## config.mk

```make
export PLATFORM = sky130hd
export DESIGN_NAME = connect_fork_unit_flat
export DESIGN_NICKNAME = d
export VERILOG_FILES = /design/src/rtl/connect_fork_unit_pkg.sv /design/src/rtl/connect_fork_unit_if.sv /design/src/rtl/connect_fork_unit_echo_stage.sv /design/src/rtl/connect_fork_unit.sv /design/src/flat_wrapper.sv
export SDC_FILE = /design/constraint.sdc
export NUM_CORES = 1
export LEC_CHECK = 0
export ABC_AREA = 1
export CAP_MARGIN = 20
export CORE_AREA = 2 2 300 302
export DETAILED_ROUTE_END_ITERATION = 6
export DIE_AREA = 0 0 302 304
export GPL_TIMING_DRIVEN = 0
export PLACE_DENSITY = 0.6
export SLEW_MARGIN = 30
export SYNTH_ARGS = -nofsm -noshare
export SYNTH_HDL_FRONTEND = slang
export SYNTH_SLANG_ARGS = --single-unit
```

## constraint.sdc

```tcl
create_clock -name CLK -period 2.7 [get_ports CLK]
set_clock_uncertainty 0.1 [all_clocks]
set_input_delay 0.54 -clock CLK [delete_from_list [all_inputs] [get_ports CLK]]
set_output_delay 0.54 -clock CLK [all_outputs]
set_load 0.005 [all_outputs]
```

## src/rtl/connect_fork_unit_pkg.sv

```systemverilog
// Shared constants and valid/ready helpers for the connect fork slice.
package connect_fork_unit_pkg;

    localparam int unsigned PACKET_WIDTH        = 192;
    localparam int unsigned DEFAULT_CONNECT_NUM = 3;

    // A transfer happens on a rising edge where both valid and ready are high.
    function automatic logic xfer(input logic valid, input logic ready);
        return valid & ready;
    endfunction

endpackage

```

## src/rtl/connect_fork_unit_if.sv

```systemverilog
// Upstream stream plus CONNECT_NUM flattened downstream channels.
interface connect_fork_unit_if
    import connect_fork_unit_pkg::*;
#(
    parameter int unsigned DATA_WIDTH  = PACKET_WIDTH,
    parameter int unsigned CONNECT_NUM = DEFAULT_CONNECT_NUM
);

    logic                              RECEIVE_VALID;
    logic                              RECEIVE_READY;
    logic [DATA_WIDTH-1:0]             RECEIVE_DATA;
    logic [CONNECT_NUM-1:0]            SEND_VALID;
    logic [CONNECT_NUM-1:0]            SEND_READY;
    logic [DATA_WIDTH*CONNECT_NUM-1:0] SEND_DATA;

    modport master (
        output RECEIVE_VALID, RECEIVE_DATA, SEND_READY,
        input  RECEIVE_READY, SEND_VALID, SEND_DATA
    );

    modport slave (
        input  RECEIVE_VALID, RECEIVE_DATA, SEND_READY,
        output RECEIVE_READY, SEND_VALID, SEND_DATA
    );

endinterface

```

## src/rtl/connect_fork_unit_echo_stage.sv

```systemverilog
// One-entry register slice: accepts only when empty, so a stage passes one packet per two cycles.
module echo_stage
    import connect_fork_unit_pkg::*;
#(
    parameter int unsigned DATA_WIDTH = PACKET_WIDTH
) (
    input  logic                  clk,
    input  logic                  rst_n,
    input  logic                  in_valid,
    output logic                  in_ready,
    input  logic [DATA_WIDTH-1:0] in_data,
    output logic                  out_valid,
    input  logic                  out_ready,
    output logic [DATA_WIDTH-1:0] out_data
);

    logic                  full;
    logic [DATA_WIDTH-1:0] data_q;

    assign in_ready  = !full && rst_n;
    assign out_valid = full;
    assign out_data  = data_q;

    always_ff @(posedge clk or negedge rst_n) begin
        if (!rst_n) begin
            full   <= 1'b0;
            data_q <= '0;
        end else if (xfer(in_valid, in_ready)) begin
            full   <= 1'b1;
            data_q <= in_data;
        end else if (xfer(out_valid, out_ready)) begin
            full   <= 1'b0;
        end
    end

endmodule

```

## src/rtl/connect_fork_unit.sv

```systemverilog
// Registered 1-to-N fork: input slice, highest-ready-channel steering, per-channel output slices.
module connect_fork_unit
    import connect_fork_unit_pkg::*;
#(
    parameter int unsigned DATA_WIDTH  = PACKET_WIDTH,
    parameter int unsigned CONNECT_NUM = DEFAULT_CONNECT_NUM
) (
    input logic                CLK,
    input logic                RST,
    connect_fork_unit_if.slave bus
);

    logic                              fork_valid;
    logic                              fork_ready;
    logic [DATA_WIDTH-1:0]             fork_data;
    logic [CONNECT_NUM-1:0]            ch_ready;
    logic [CONNECT_NUM-1:0]            ch_valid;
    logic [CONNECT_NUM-1:0]            target;
    logic [CONNECT_NUM-1:0]            send_valid;
    logic [DATA_WIDTH*CONNECT_NUM-1:0] send_data;

    echo_stage #(.DATA_WIDTH(DATA_WIDTH)) u_input (
        .clk       (CLK),
        .rst_n     (RST),
        .in_valid  (bus.RECEIVE_VALID),
        .in_ready  (bus.RECEIVE_READY),
        .in_data   (bus.RECEIVE_DATA),
        .out_valid (fork_valid),
        .out_ready (fork_ready),
        .out_data  (fork_data)
    );

    // Ascending scan so the highest-index ready channel wins.
    always_comb begin
        target = '0;
        for (int unsigned i = 0; i < CONNECT_NUM; i++) begin
            if (ch_ready[i]) begin
                target    = '0;
                target[i] = 1'b1;
            end
        end
        ch_valid   = fork_valid ? target : '0;
        fork_ready = |ch_ready;
    end

    for (genvar g = 0; g < CONNECT_NUM; g++) begin : g_channel
        echo_stage #(.DATA_WIDTH(DATA_WIDTH)) u_channel (
            .clk       (CLK),
            .rst_n     (RST),
            .in_valid  (ch_valid[g]),
            .in_ready  (ch_ready[g]),
            .in_data   (fork_data),
            .out_valid (send_valid[g]),
            .out_ready (bus.SEND_READY[g]),
            .out_data  (send_data[DATA_WIDTH*(g+1)-1 -: DATA_WIDTH])
        );
    end

    assign bus.SEND_VALID = send_valid;
    assign bus.SEND_DATA  = send_data;

endmodule

```

## src/flat_wrapper.sv

```systemverilog
// flat-port wrapper written by rule: the top's interface ports become plain ports
module connect_fork_unit_flat import connect_fork_unit_pkg::*;
#(
    parameter int unsigned DATA_WIDTH  = PACKET_WIDTH,
    parameter int unsigned CONNECT_NUM = DEFAULT_CONNECT_NUM
)
  (CLK, RST, bus_RECEIVE_VALID, bus_RECEIVE_DATA, bus_SEND_READY, bus_RECEIVE_READY, bus_SEND_VALID, bus_SEND_DATA);
  connect_fork_unit_if #(.DATA_WIDTH(DATA_WIDTH), .CONNECT_NUM(CONNECT_NUM)) bus_i ();
  input logic CLK;
  input logic RST;
  input wire logic [$bits(bus_i.RECEIVE_VALID)-1:0] bus_RECEIVE_VALID;
  input wire logic [$bits(bus_i.RECEIVE_DATA)-1:0] bus_RECEIVE_DATA;
  input wire logic [$bits(bus_i.SEND_READY)-1:0] bus_SEND_READY;
  output wire logic [$bits(bus_i.RECEIVE_READY)-1:0] bus_RECEIVE_READY;
  output wire logic [$bits(bus_i.SEND_VALID)-1:0] bus_SEND_VALID;
  output wire logic [$bits(bus_i.SEND_DATA)-1:0] bus_SEND_DATA;
  assign bus_i.RECEIVE_VALID = bus_RECEIVE_VALID;
  assign bus_i.RECEIVE_DATA = bus_RECEIVE_DATA;
  assign bus_i.SEND_READY = bus_SEND_READY;
  assign bus_RECEIVE_READY = bus_i.RECEIVE_READY;
  assign bus_SEND_VALID = bus_i.SEND_VALID;
  assign bus_SEND_DATA = bus_i.SEND_DATA;
  connect_fork_unit #(.DATA_WIDTH(DATA_WIDTH), .CONNECT_NUM(CONNECT_NUM)) u_core (.CLK(CLK), .RST(RST), .bus(bus_i));
endmodule
```

==> flow_summary.yaml, run 1 <==
critical_path:
  endpoint: "u_core.g_channel[1].u_channel.out_valid$_DFFE_PN0P_"
  cp.depth: 9
  cp_max_fo: 16
  cp-startpoint: "RST"
  r2r_cells: 4
  timing.rr.start: "u_core.u_input.out_valid$_DFFE_PN0P_"
  critPathTopFamily: "buffers and inverters"
  critical_path.reg2reg.endpoint: "u_core.g_channel[1].u_channel.out_valid$_DFFE_PN0P_"
  crit_type: "input pin to flop"
  crit_path_cell_trace: "buf_16, buf_12, buf_16, buf_16, buf_16, nand4_1, buf_2, clkbuf_1, o21ai_0"
  cp_slowest_stage_delay_ns: 0.60
  worstSetupEndpointType: "flop"
  crit_top_cell: "buf_16"
  reg2reg_slack_ns: 0.26
  cp.arrival_ns: 2.92
  startpoint_type: "input pin"
  required_ns: 3.09
  cp.buffers_inverters: 7
  crit_slowest_cell: "buf_2"
finish:
  syn2layout_area_growth_pct: 42.46
  stdcell_count: 5484
  post-route-util: 0.4922
  layout-drive-gt1-share: 0.06752
  fin_nets: 4420
placed_design:
  hpwl_um: 93850
  routabilityCongestion: 0.8749
  numPortBuffers: 777
  dp_cells: 5287
logic_synthesis:
  yosysWarnings: 0
  syn_nets: 3525
  synthArstFlopShare: 1.000
  synth_area_leader_cell: "dfrtp_1"
  syn_area_um2: 30760
  ys_seq_elements: 772
  ys_types: 17
  synthTopCellsByArea: "dfrtp_1, nand2_1, nand3_1, inv_1, o21bai_1"
  syn_avg_cell_area_um2: 9.247
  synth-main-ff-cell: "dfrtp_1"
  ys_top_cells_by_count: "nand2_1, dfrtp_1, inv_1"
  syn_inst: 3327
  yosysMostFrequentCell: "nand2_1"
  synth_top_area_frac: 0.6280
  synth-edff-count: 0
  synth_seq_area_share: 0.6280
grt:
  top_usage_layer: "met2"
  met3_usage: 0.07653
  antenna_found_initial: 15
  use_met1: 0.3388
  grt_use_met2: 0.4441
  first_global_vias: 26760
  grtUsageTotal: 0.2743
  grt_remaining_overflow: 0
  grt_start_max_net_pins: 118
  grt_first_pass_wirelength_um: 185200
die:
  dieArea_um2: 91810
  io_pins: 778
  die_h_um: 304
  core-area_um2: 89050
  initial_core_util: 0.3455
  rows: 110
  die_w_um: 302
detailed_routing:
  drc: 0
  drt-total-wl_um: 127200
  vias: 26580
  firstDrtPassIters: 7
  wl_per_cell_um: 23.19
  drtIter0Drc: 2050
  vias_per_cell: 4.846
  ant_nets: 0
cts:
  cts-buffers-inserted: 87
  cts_max_level: 3
  cts_root_buf: "clkbuf_16"
  cts_tree: "done"
  worstSkewPairLatency_ns: 0.65
  cts.path.max_buffers: 3
  cts.sinks: 772
  clk_pin_slew_ns: 0.06
timing:
  hold_violations: 0
  worst_slew_pin_slew_ns: 0.9843
  fmax_ghz: 0.3940
  fin_crit_sh: 0.9399
  period_needed_ns: 2.538
  setup_viol: 0
  final_max_slew_viol_count: 0
  slew_headroom: 0.3438
  rsz0062_at_grt: "no"
power:
  clkPwrFrac: 0.287
  pwr-share-comb: 0.317
  seqPwrFrac: 0.396
  power_switching_uw: 13830
  intPower_uw: 30390
  power_switching_share: 0.3128
  power.density_nw_per_um2: 1009
  irDropWorstVdd_mv: 0.6031
  p_leak_uw: 0.02098
min_path:
  hold_path_class: "input pin to async pin"
run_status:
  status: "finished clean"
flow_run:
  drv_cap: 0
registers in the layout (all words and copies together) (netlist names):
signal                                count
u_core.g_channel.u_channel.out_data     576
u_core.g_channel.u_channel.out_valid      3
u_core.u_input.out_valid                  1
u_core.u_input.out_data                 192
power by group through the flow:
stage               combinational (µW)  sequential [µW]  clock [µW]
global route                     15200            17900       13300
finish                           14000            17500       12700
global placement                 12300            17000           0
CTS                              14200            17500       12900
detailed placement               14000            17600           0
floorplan                         4050            17500           0
worst min-delay path by stage:
stage                                                                 from                                                endpoint  slack (ns)
floorplan                                                              RST   u_core.g_channel[0].u_channel.out_data[0]$_DFFE_PN0P_        0.14
global placement    u_core.g_channel[1].u_channel.out_data[13]$_DFFE_PN0P_  u_core.g_channel[1].u_channel.out_data[13]$_DFFE_PN0P_        0.37
detailed placement                                                     RST                 u_core.u_input.out_data[85]$_DFFE_PN0P_        0.34
CTS                                                                    RST  u_core.g_channel[2].u_channel.out_data[25]$_DFFE_PN0P_        0.02
global route                                                           RST  u_core.g_channel[2].u_channel.out_data[25]$_DFFE_PN0P_        0.05
finish                                                                 RST  u_core.g_channel[2].u_channel.out_data[25]$_DFFE_PN0P_        0.07
cell usage in the layout (no fill, tap or decap), drive strengths merged:
cell type	count
o21bai	192
clkbuf	230
clkinv	21
clkinvlp	3
bufinv	10
nand3	386
nor2	1
o22ai	1
nand2	961
inv	392
nand4	1
bufbuf	11
dlygate4sd3	7
dfrtp	772
buf	141
a21o	1
o21ai	388
clkdlybuf4s50	775
dlygate4sd2	1
diode	13
a21oi	1
layer usage:
layer  wire length (µm)  share of wire
met5                 49        0.00039
met4               6461          0.051
met3               9547          0.075
met2              60280           0.47
met1              50850           0.40
worst min-delay path: stages:
cell and delay, ns:
buf_16 0.08, buf_12 0.11, buf_16 0.11, buf_16 0.11, buf_16 0.15
cells by family (layout without fill, tap and decap cells):
family          Yosys count  count (layout)  share of synthesized area
simple gates           1349            1349                     0.1805
compound gates          583             583                     0.1107
other cells               0              13                          0
flops                   772             772                     0.6280
buf+inv                 623            1591                    0.08086
stage by stage:
stage / setup TNS (ns) / worst slack, ns / total power (µW) / hold WS, ns / cell area [µm²]
2_1_floorplan: 0 / 1.077 / 21550 / 0.1444 / 30760
3_3_place_gp: - / -38.44 / 29270 / 0.3660 / 40010
3_5_place_dp: -1133.24 / -1.846 / 31590 / 0.3377 / 40230
4_1_cts: 0 / 0.1269 / 44530 / 0.02489 / 43790
5_1_grt: 0 / 0.02171 / 46400 / 0.05303 / 43810
6_report: 0 / 0.1622 / 44230 / 0.07462 / 43830
area by class of cell:
type | count | area [µm²]
fillers | 8411 | 45220
flip-flops and latches | 772 | 19320
multi-input cells | 1932 | 8962
repair buffers | 806 | 8469
clock buffers | 125 | 2564
well taps | 1176 | 1471
inverters | 389 | 1460
plain buffers | 234 | 1045
clock inverters | 37 | 503.0
diodes | 13 | 32.53
timing repair:
item                                   4_1_cts  5_1_grt
gates resized for setup                      5        0
setup buffers                                2        0
setup endpoints to repair                  773        0
hold buffers                                 9        0
endpoints found under the hold margin      161        0
(Power assumes the default switching activity.)
==> run 2: changes to the inputs <==
==> constraint.sdc (replaced) <==
create_clock -name CLK -period 2.7 [get_ports CLK]
set_clock_uncertainty 0.1 [all_clocks]
set_input_delay 0.54 -clock CLK [delete_from_list [all_inputs] [get_ports CLK]]
set_output_delay 0.54 -clock CLK [all_outputs]
set_load 0.01 [all_outputs]
==> run 2 against run 1 <==
Sequential share of layout area about the same. Setup slack worse by 0.0021 ns. Non-clock buffer count down 1. Total power up 2.7%. Register-to-register slack better by 0.08 ns. Via count about the same. Die area unchanged. Utilization about the same. Clock power about the same. Critical path depth up 2. Critical endpoint is now u_core.g_channel[0].u_channel.out_data[115]$_DFFE_PN0P_. Largest power group unchanged.
==> flow_summary.yaml, run 2 (same netlist as run 1, synthesis figures left out) <==
grt:
  first_global_vias: 26770
  grt_remaining_overflow: 0
  grtUsageTotal: 0.2742
  antenna_found_initial: 15
  grt_first_pass_wirelength_um: 185100
  grt_start_max_net_pins: 118
critical_path:
  reg2reg_slack_ns: 0.34
  critical_path.reg2reg.endpoint: "u_core.g_channel[1].u_channel.out_data[113]$_DFFE_PN0P_"
  timing.rr.start: "u_core.u_input.out_valid$_DFFE_PN0P_"
  startpoint_type: "input pin"
  endpoint: "u_core.g_channel[0].u_channel.out_data[115]$_DFFE_PN0P_"
  r2r_cells: 4
  cp.buffers_inverters: 8
  crit_slowest_cell: "clkbuf_1"
  cp-startpoint: "RST"
  crit_path_cell_trace: "buf_16, buf_12, buf_16, buf_16, buf_16, inv_2, a21o_1, clkbuf_1, buf_2, nand3_1, nand2_1"
  cp_slowest_stage_delay_ns: 0.68
  cp.depth: 11
  critPathTopFamily: "buffers and inverters"
  required_ns: 3.17
  crit_type: "input pin to flop"
  cp_max_fo: 16
  worstSetupEndpointType: "flop"
  cp.arrival_ns: 3.01
  crit_top_cell: "buf_16"
finish:
  final_cell_area_um2: 43820
  layout-drive-gt1-share: 0.06754
  stdcell_count: 5480
  layout_common_cells: "nand2_1, clkdlybuf4s50_1, dfrtp_1"
  syn2layout_area_growth_pct: 42.43
  fin_nets: 4419
  post-route-util: 0.4920
  final_common_cell: "nand2_1"
  largest_reg_flops: 576
  fillerInstances: 8421
power:
  power.density_nw_per_um2: 1037
  irDropWorstVdd_mv: 0.6070
  p_leak_uw: 0.02098
  finalPower_uw: 45440
die:
  io_pins: 778
  die_h_um: 304
  initial_core_util: 0.3455
  core-area_um2: 89050
  dieArea_um2: 91810
  die_w_um: 302
  rows: 110
timing:
  hold_violations: 0
  fmax_ghz: 0.3937
  rsz0062_at_grt: "no"
  slew_headroom: 0.3374
  fin_crit_sh: 0.9407
  worst_slew_pin_slew_ns: 0.9939
  period_needed_ns: 2.540
  setup_tns_ns: 0
  setup_viol: 0
  final_max_slew_viol_count: 0
detailed_routing:
  vias_per_cell: 4.851
  vias: 26590
  drt-total-wl_um: 127200
  drtIter0Drc: 1945
  wl_per_cell_um: 23.21
  drc: 0
  firstDrtPassIters: 5
  ant_nets: 0
placed_design:
  dp_cells: 5287
  place_area_um2: 40230
  numPortBuffers: 777
  routabilityCongestion: 0.8749
  hpwl_um: 93850
cts:
  cts-buffers-inserted: 87
  cts_max_level: 3
  cts.path.max_buffers: 3
  cts_tree: "done"
  worstSkewPairLatency_ns: 0.65
  cts.sinks: 772
  clk_pin_slew_ns: 0.06
  cts_root_buf: "clkbuf_16"
run_status:
  status: "finished clean"
flow_run:
  drv_cap: 0
min_path:
  hold_path_class: "input pin to async pin"
-- run 2: cell count changes in the layout (fill, tap and decap cells not counted), sizes merged --
| cell | before | now |
|---|---|---|
| buf | 141 | 139 |
| clkbuf | 230 | 231 |
| clkdlybuf4s15 | 0 | 1 |
| diode | 13 | 10 |
| dlygate4sd2 | 1 | 0 |
-- run 2: per-layer routing --
| metal | vias to the layer above | wire length (µm) | track usage |
|---|---|---|---|
| met5 | - | 61 | 0 |
| met4 | 10 | 6391 | 0.1274 |
| met3 | 251 | 9514 | 0.07668 |
| met2 | 795 | 60380 | 0.4446 |
| met1 | 13180 | 50820 | 0.3379 |
| li1 | 12350 | - | - |
-- run 2: worst register-to-register path, cell delays in order, from the launching register on --
cell and delay, ns:
dfrtp_1 0.44, nand4_1 0.43, buf_2 0.48, clkbuf_1 0.63, o21ai_1 0.15
-- run 2: area by class of cell --
type                       count  area (µm²)  area share
sequential                   772       19320      0.4409
multi-input combinational   1932        8962      0.2045
timing repair buffer         805        8464      0.1932
clock buffer                 125        2564     0.05851
tap                         1176        1471     0.03358
inverter                     389        1460     0.03332
buffer                       234        1047     0.02390
clock inverter                37       503.0     0.01148
antenna                       10       25.02   0.0005711
-- run 2: stage by stage --
step	setup slack [ns]	hold WS, ns
2_1_floorplan	1.037	0.1444
3_3_place_gp	-38.44	0.3660
3_5_place_dp	-1.880	0.3377
4_1_cts	0.1008	0.04487
5_1_grt	0.07979	0.06924
6_report	0.1600	0.08441
-- run 2: timing repair --
action | in CTS | in global routing
hold endpoints to repair | 161 | 0
setup buffers | 1 | 0
pin swaps | 0 | 0
gates cloned | 11 | 0
resized for setup | 7 | 1
hold buffers | 9 | 0
setup endpoints to repair | 773 | 1
-- run 2: worst min-delay path by stage --
stage	endpoint	slack [ns]	depth (start not counted)
final	u_core.u_input.out_data[155]$_DFFE_PN0P_	0.08	4
after global routing	u_core.g_channel[1].u_channel.out_data[160]$_DFFE_PN0P_	0.07	4
after CTS	u_core.g_channel[1].u_channel.out_data[160]$_DFFE_PN0P_	0.04	4
after detailed placement	u_core.u_input.out_data[85]$_DFFE_PN0P_	0.34	1
after global placement	u_core.g_channel[1].u_channel.out_data[13]$_DFFE_PN0P_	0.37	2
after floorplan	u_core.g_channel[0].u_channel.out_data[0]$_DFFE_PN0P_	0.14	0
-- run 2: report_power, final --
group | switching [µW] | total [µW] | internal [µW] | leakage [µW]
sequential | 2310 | 17500 | 15200 | 0.00981
combinational | 7620 | 15200 | 7630 | 0.00965
clock | 5090 | 12700 | 7600 | 0.00152
==> run 3: changes to the inputs <==
--- a/config.mk
+++ b/config.mk
@@ -13,5 +13,4 @@
 export GPL_TIMING_DRIVEN = 0
 export PLACE_DENSITY = 0.6
-export SLEW_MARGIN = 30
 export SYNTH_ARGS = -nofsm -noshare
 export SYNTH_HDL_FRONTEND = slang
==> constraint.sdc (replaced) <==
create_clock -name CLK -period 2.7 [get_ports CLK]
set_clock_uncertainty 0.1 [all_clocks]
set_input_delay 0.405 -clock CLK [delete_from_list [all_inputs] [get_ports CLK]]
set_output_delay 0.405 -clock CLK [all_outputs]
set_load 0.01 [all_outputs]
==> run 3 against run 2 <==
Non-clock buffer count increased by 12. Largest cell class unchanged. Setup slack improved by 0.095 ns. Cell count increased by 0.11%.
==> flow_summary.yaml, run 3 (same netlist as run 1, synthesis figures left out) <==
run_status:
  status: "finished clean"
critical_path:
  reg2reg_slack_ns: 0.26
  required_ns: 3.10
  cp-startpoint: "u_core.u_input.out_valid$_DFFE_PN0P_"
  crit_type: "flop to flop"
  r2r_cells: 4
  critical_path.reg2reg.endpoint: "u_core.g_channel[1].u_channel.out_data[113]$_DFFE_PN0P_"
  startpoint_type: "flop"
  endpoint: "u_core.g_channel[1].u_channel.out_data[113]$_DFFE_PN0P_"
  cp_max_fo: 10
  timing.rr.start: "u_core.u_input.out_valid$_DFFE_PN0P_"
  worstSetupEndpointType: "flop"
  cp.arrival_ns: 2.84
timing:
  worst_slew_pin_slew_ns: 0.9328
  whs_ns: 0.02384
  hold_violations: 0
  rsz0062_at_grt: "no"
  fmax_ghz: 0.4091
  slew_headroom: 0.3782
  period_needed_ns: 2.445
  fin_crit_sh: 0.9054
  setup_viol: 0
  setup_tns_ns: 0
  final_max_slew_viol_count: 0
power:
  p_leak_uw: 0.02095
  irDropWorstVdd_mv: 0.6475
  power.density_nw_per_um2: 1021
cts:
  worstSkewPairLatency_ns: 0.67
  cts_tree: "done"
  cts_max_level: 3
  cts-buffers-inserted: 86
  cts.path.max_buffers: 3
  cts.sinks: 772
  cts_root_buf: "clkbuf_16"
  clk_pin_slew_ns: 0.06
grt:
  grt_use_met2: 0.4477
  grt_remaining_overflow: 0
  use_met1: 0.3369
  grtUsageTotal: 0.2747
  first_global_vias: 26700
  met3_usage: 0.08039
  top_usage_layer: "met2"
  antenna_found_initial: 21
  grt_start_max_net_pins: 115
  grt_first_pass_wirelength_um: 184900
finish:
  fin_nets: 4430
  regArea_um2: 19320
  fillerInstances: 8471
  largest_reg_flops: 576
  layout-drive-gt1-share: 0.06671
  layout_common_cells: "nand2_1, clkdlybuf4s50_1, dfrtp_1"
  syn2layout_area_growth_pct: 42.50
  post-route-util: 0.4923
  multi_input_area_um2: 8962
  final_common_cell: "nand2_1"
die:
  core-area_um2: 89050
  die_w_um: 302
  initial_core_util: 0.3455
  dieArea_um2: 91810
  rows: 110
  io_pins: 778
  die_h_um: 304
detailed_routing:
  ant_nets: 0
  drtIter0Drc: 2072
  vias_per_cell: 4.862
  wl_per_cell_um: 23.14
  firstDrtPassIters: 5
  vias: 26670
  drt-total-wl_um: 126900
  drc: 0
placed_design:
  routabilityCongestion: 0.8749
  hpwl_um: 94580
  numPortBuffers: 777
min_path:
  hold_path_class: "input pin to async pin"
flow_run:
  drv_cap: 0
-- run 3: cell type report --
class / instances / area share
multi-input combinational: 1932 / 0.2044
tap: 1176 / 0.03357
timing repair buffer: 817 / 0.1983
buffer: 234 / 0.02358
antenna: 8 / 0.0004567
clock buffer: 130 / 0.05883
inverter: 389 / 0.03331
sequential: 772 / 0.4407
clock inverter: 28 / 0.006850
-- run 3: per-stage QoR --
step	power, µW	setup slack [ns]	instances	instance area [µm²]
after floorplan	22760	1.271	3327	30760
final	44770	0.2554	5486	43840
after global placement	30360	-38.31	5280	40010
after detailed placement	32820	-2.031	5293	40340
after CTS	45040	0.1238	5478	43810
after global routing	46950	0.07788	5483	43830
-- run 3: critical path: stages, from the launching register on --
cell,delay [ns]
dfrtp_1,0.44
nand4_1,0.46
buf_2,0.47
clkbuf_1,0.64
o21ai_1,0.14
-- run 3: worst min path at each step --
stage	cells after the start	from	endpoint	slack, ns
6_report	5	RST	u_core.g_channel[2].u_channel.out_data[10]$_DFFE_PN0P_	0.02
5_1_grt	5	RST	u_core.g_channel[2].u_channel.out_data[10]$_DFFE_PN0P_	0.05
4_1_cts	5	RST	u_core.g_channel[1].u_channel.out_data[3]$_DFFE_PN0P_	0.03
3_5_place_dp	1	RST	u_core.u_input.out_data[85]$_DFFE_PN0P_	0.37
3_3_place_gp	2	u_core.g_channel[1].u_channel.out_data[13]$_DFFE_PN0P_	u_core.g_channel[1].u_channel.out_data[13]$_DFFE_PN0P_	0.37
2_1_floorplan	0	RST	u_core.g_channel[0].u_channel.out_data[0]$_DFFE_PN0P_	0.009
-- run 3: what timing repair did --
| action | in CTS | in global routing |
|---|---|---|
| setup buffers | 0 | 0 |
| gates cloned | 9 | 0 |
| pin swaps | 0 | 0 |
| resized for setup | 6 | 1 |
| endpoints found under the hold margin | 282 | 0 |
| setup endpoints to repair | 773 | 1 |
| hold buffers | 18 | 0 |
-- run 3: layer usage --
metal  up-vias  share of wire
met5         -         0.0012
met4        22          0.048
met3       248          0.076
met2       817           0.48
met1     13230           0.40
li1      12360              -
-- run 3: power by group --
part / internal, µW / switching, µW
logic: 7660 / 7630
clock network: 6920 / 5050
registers: 15200 / 2320
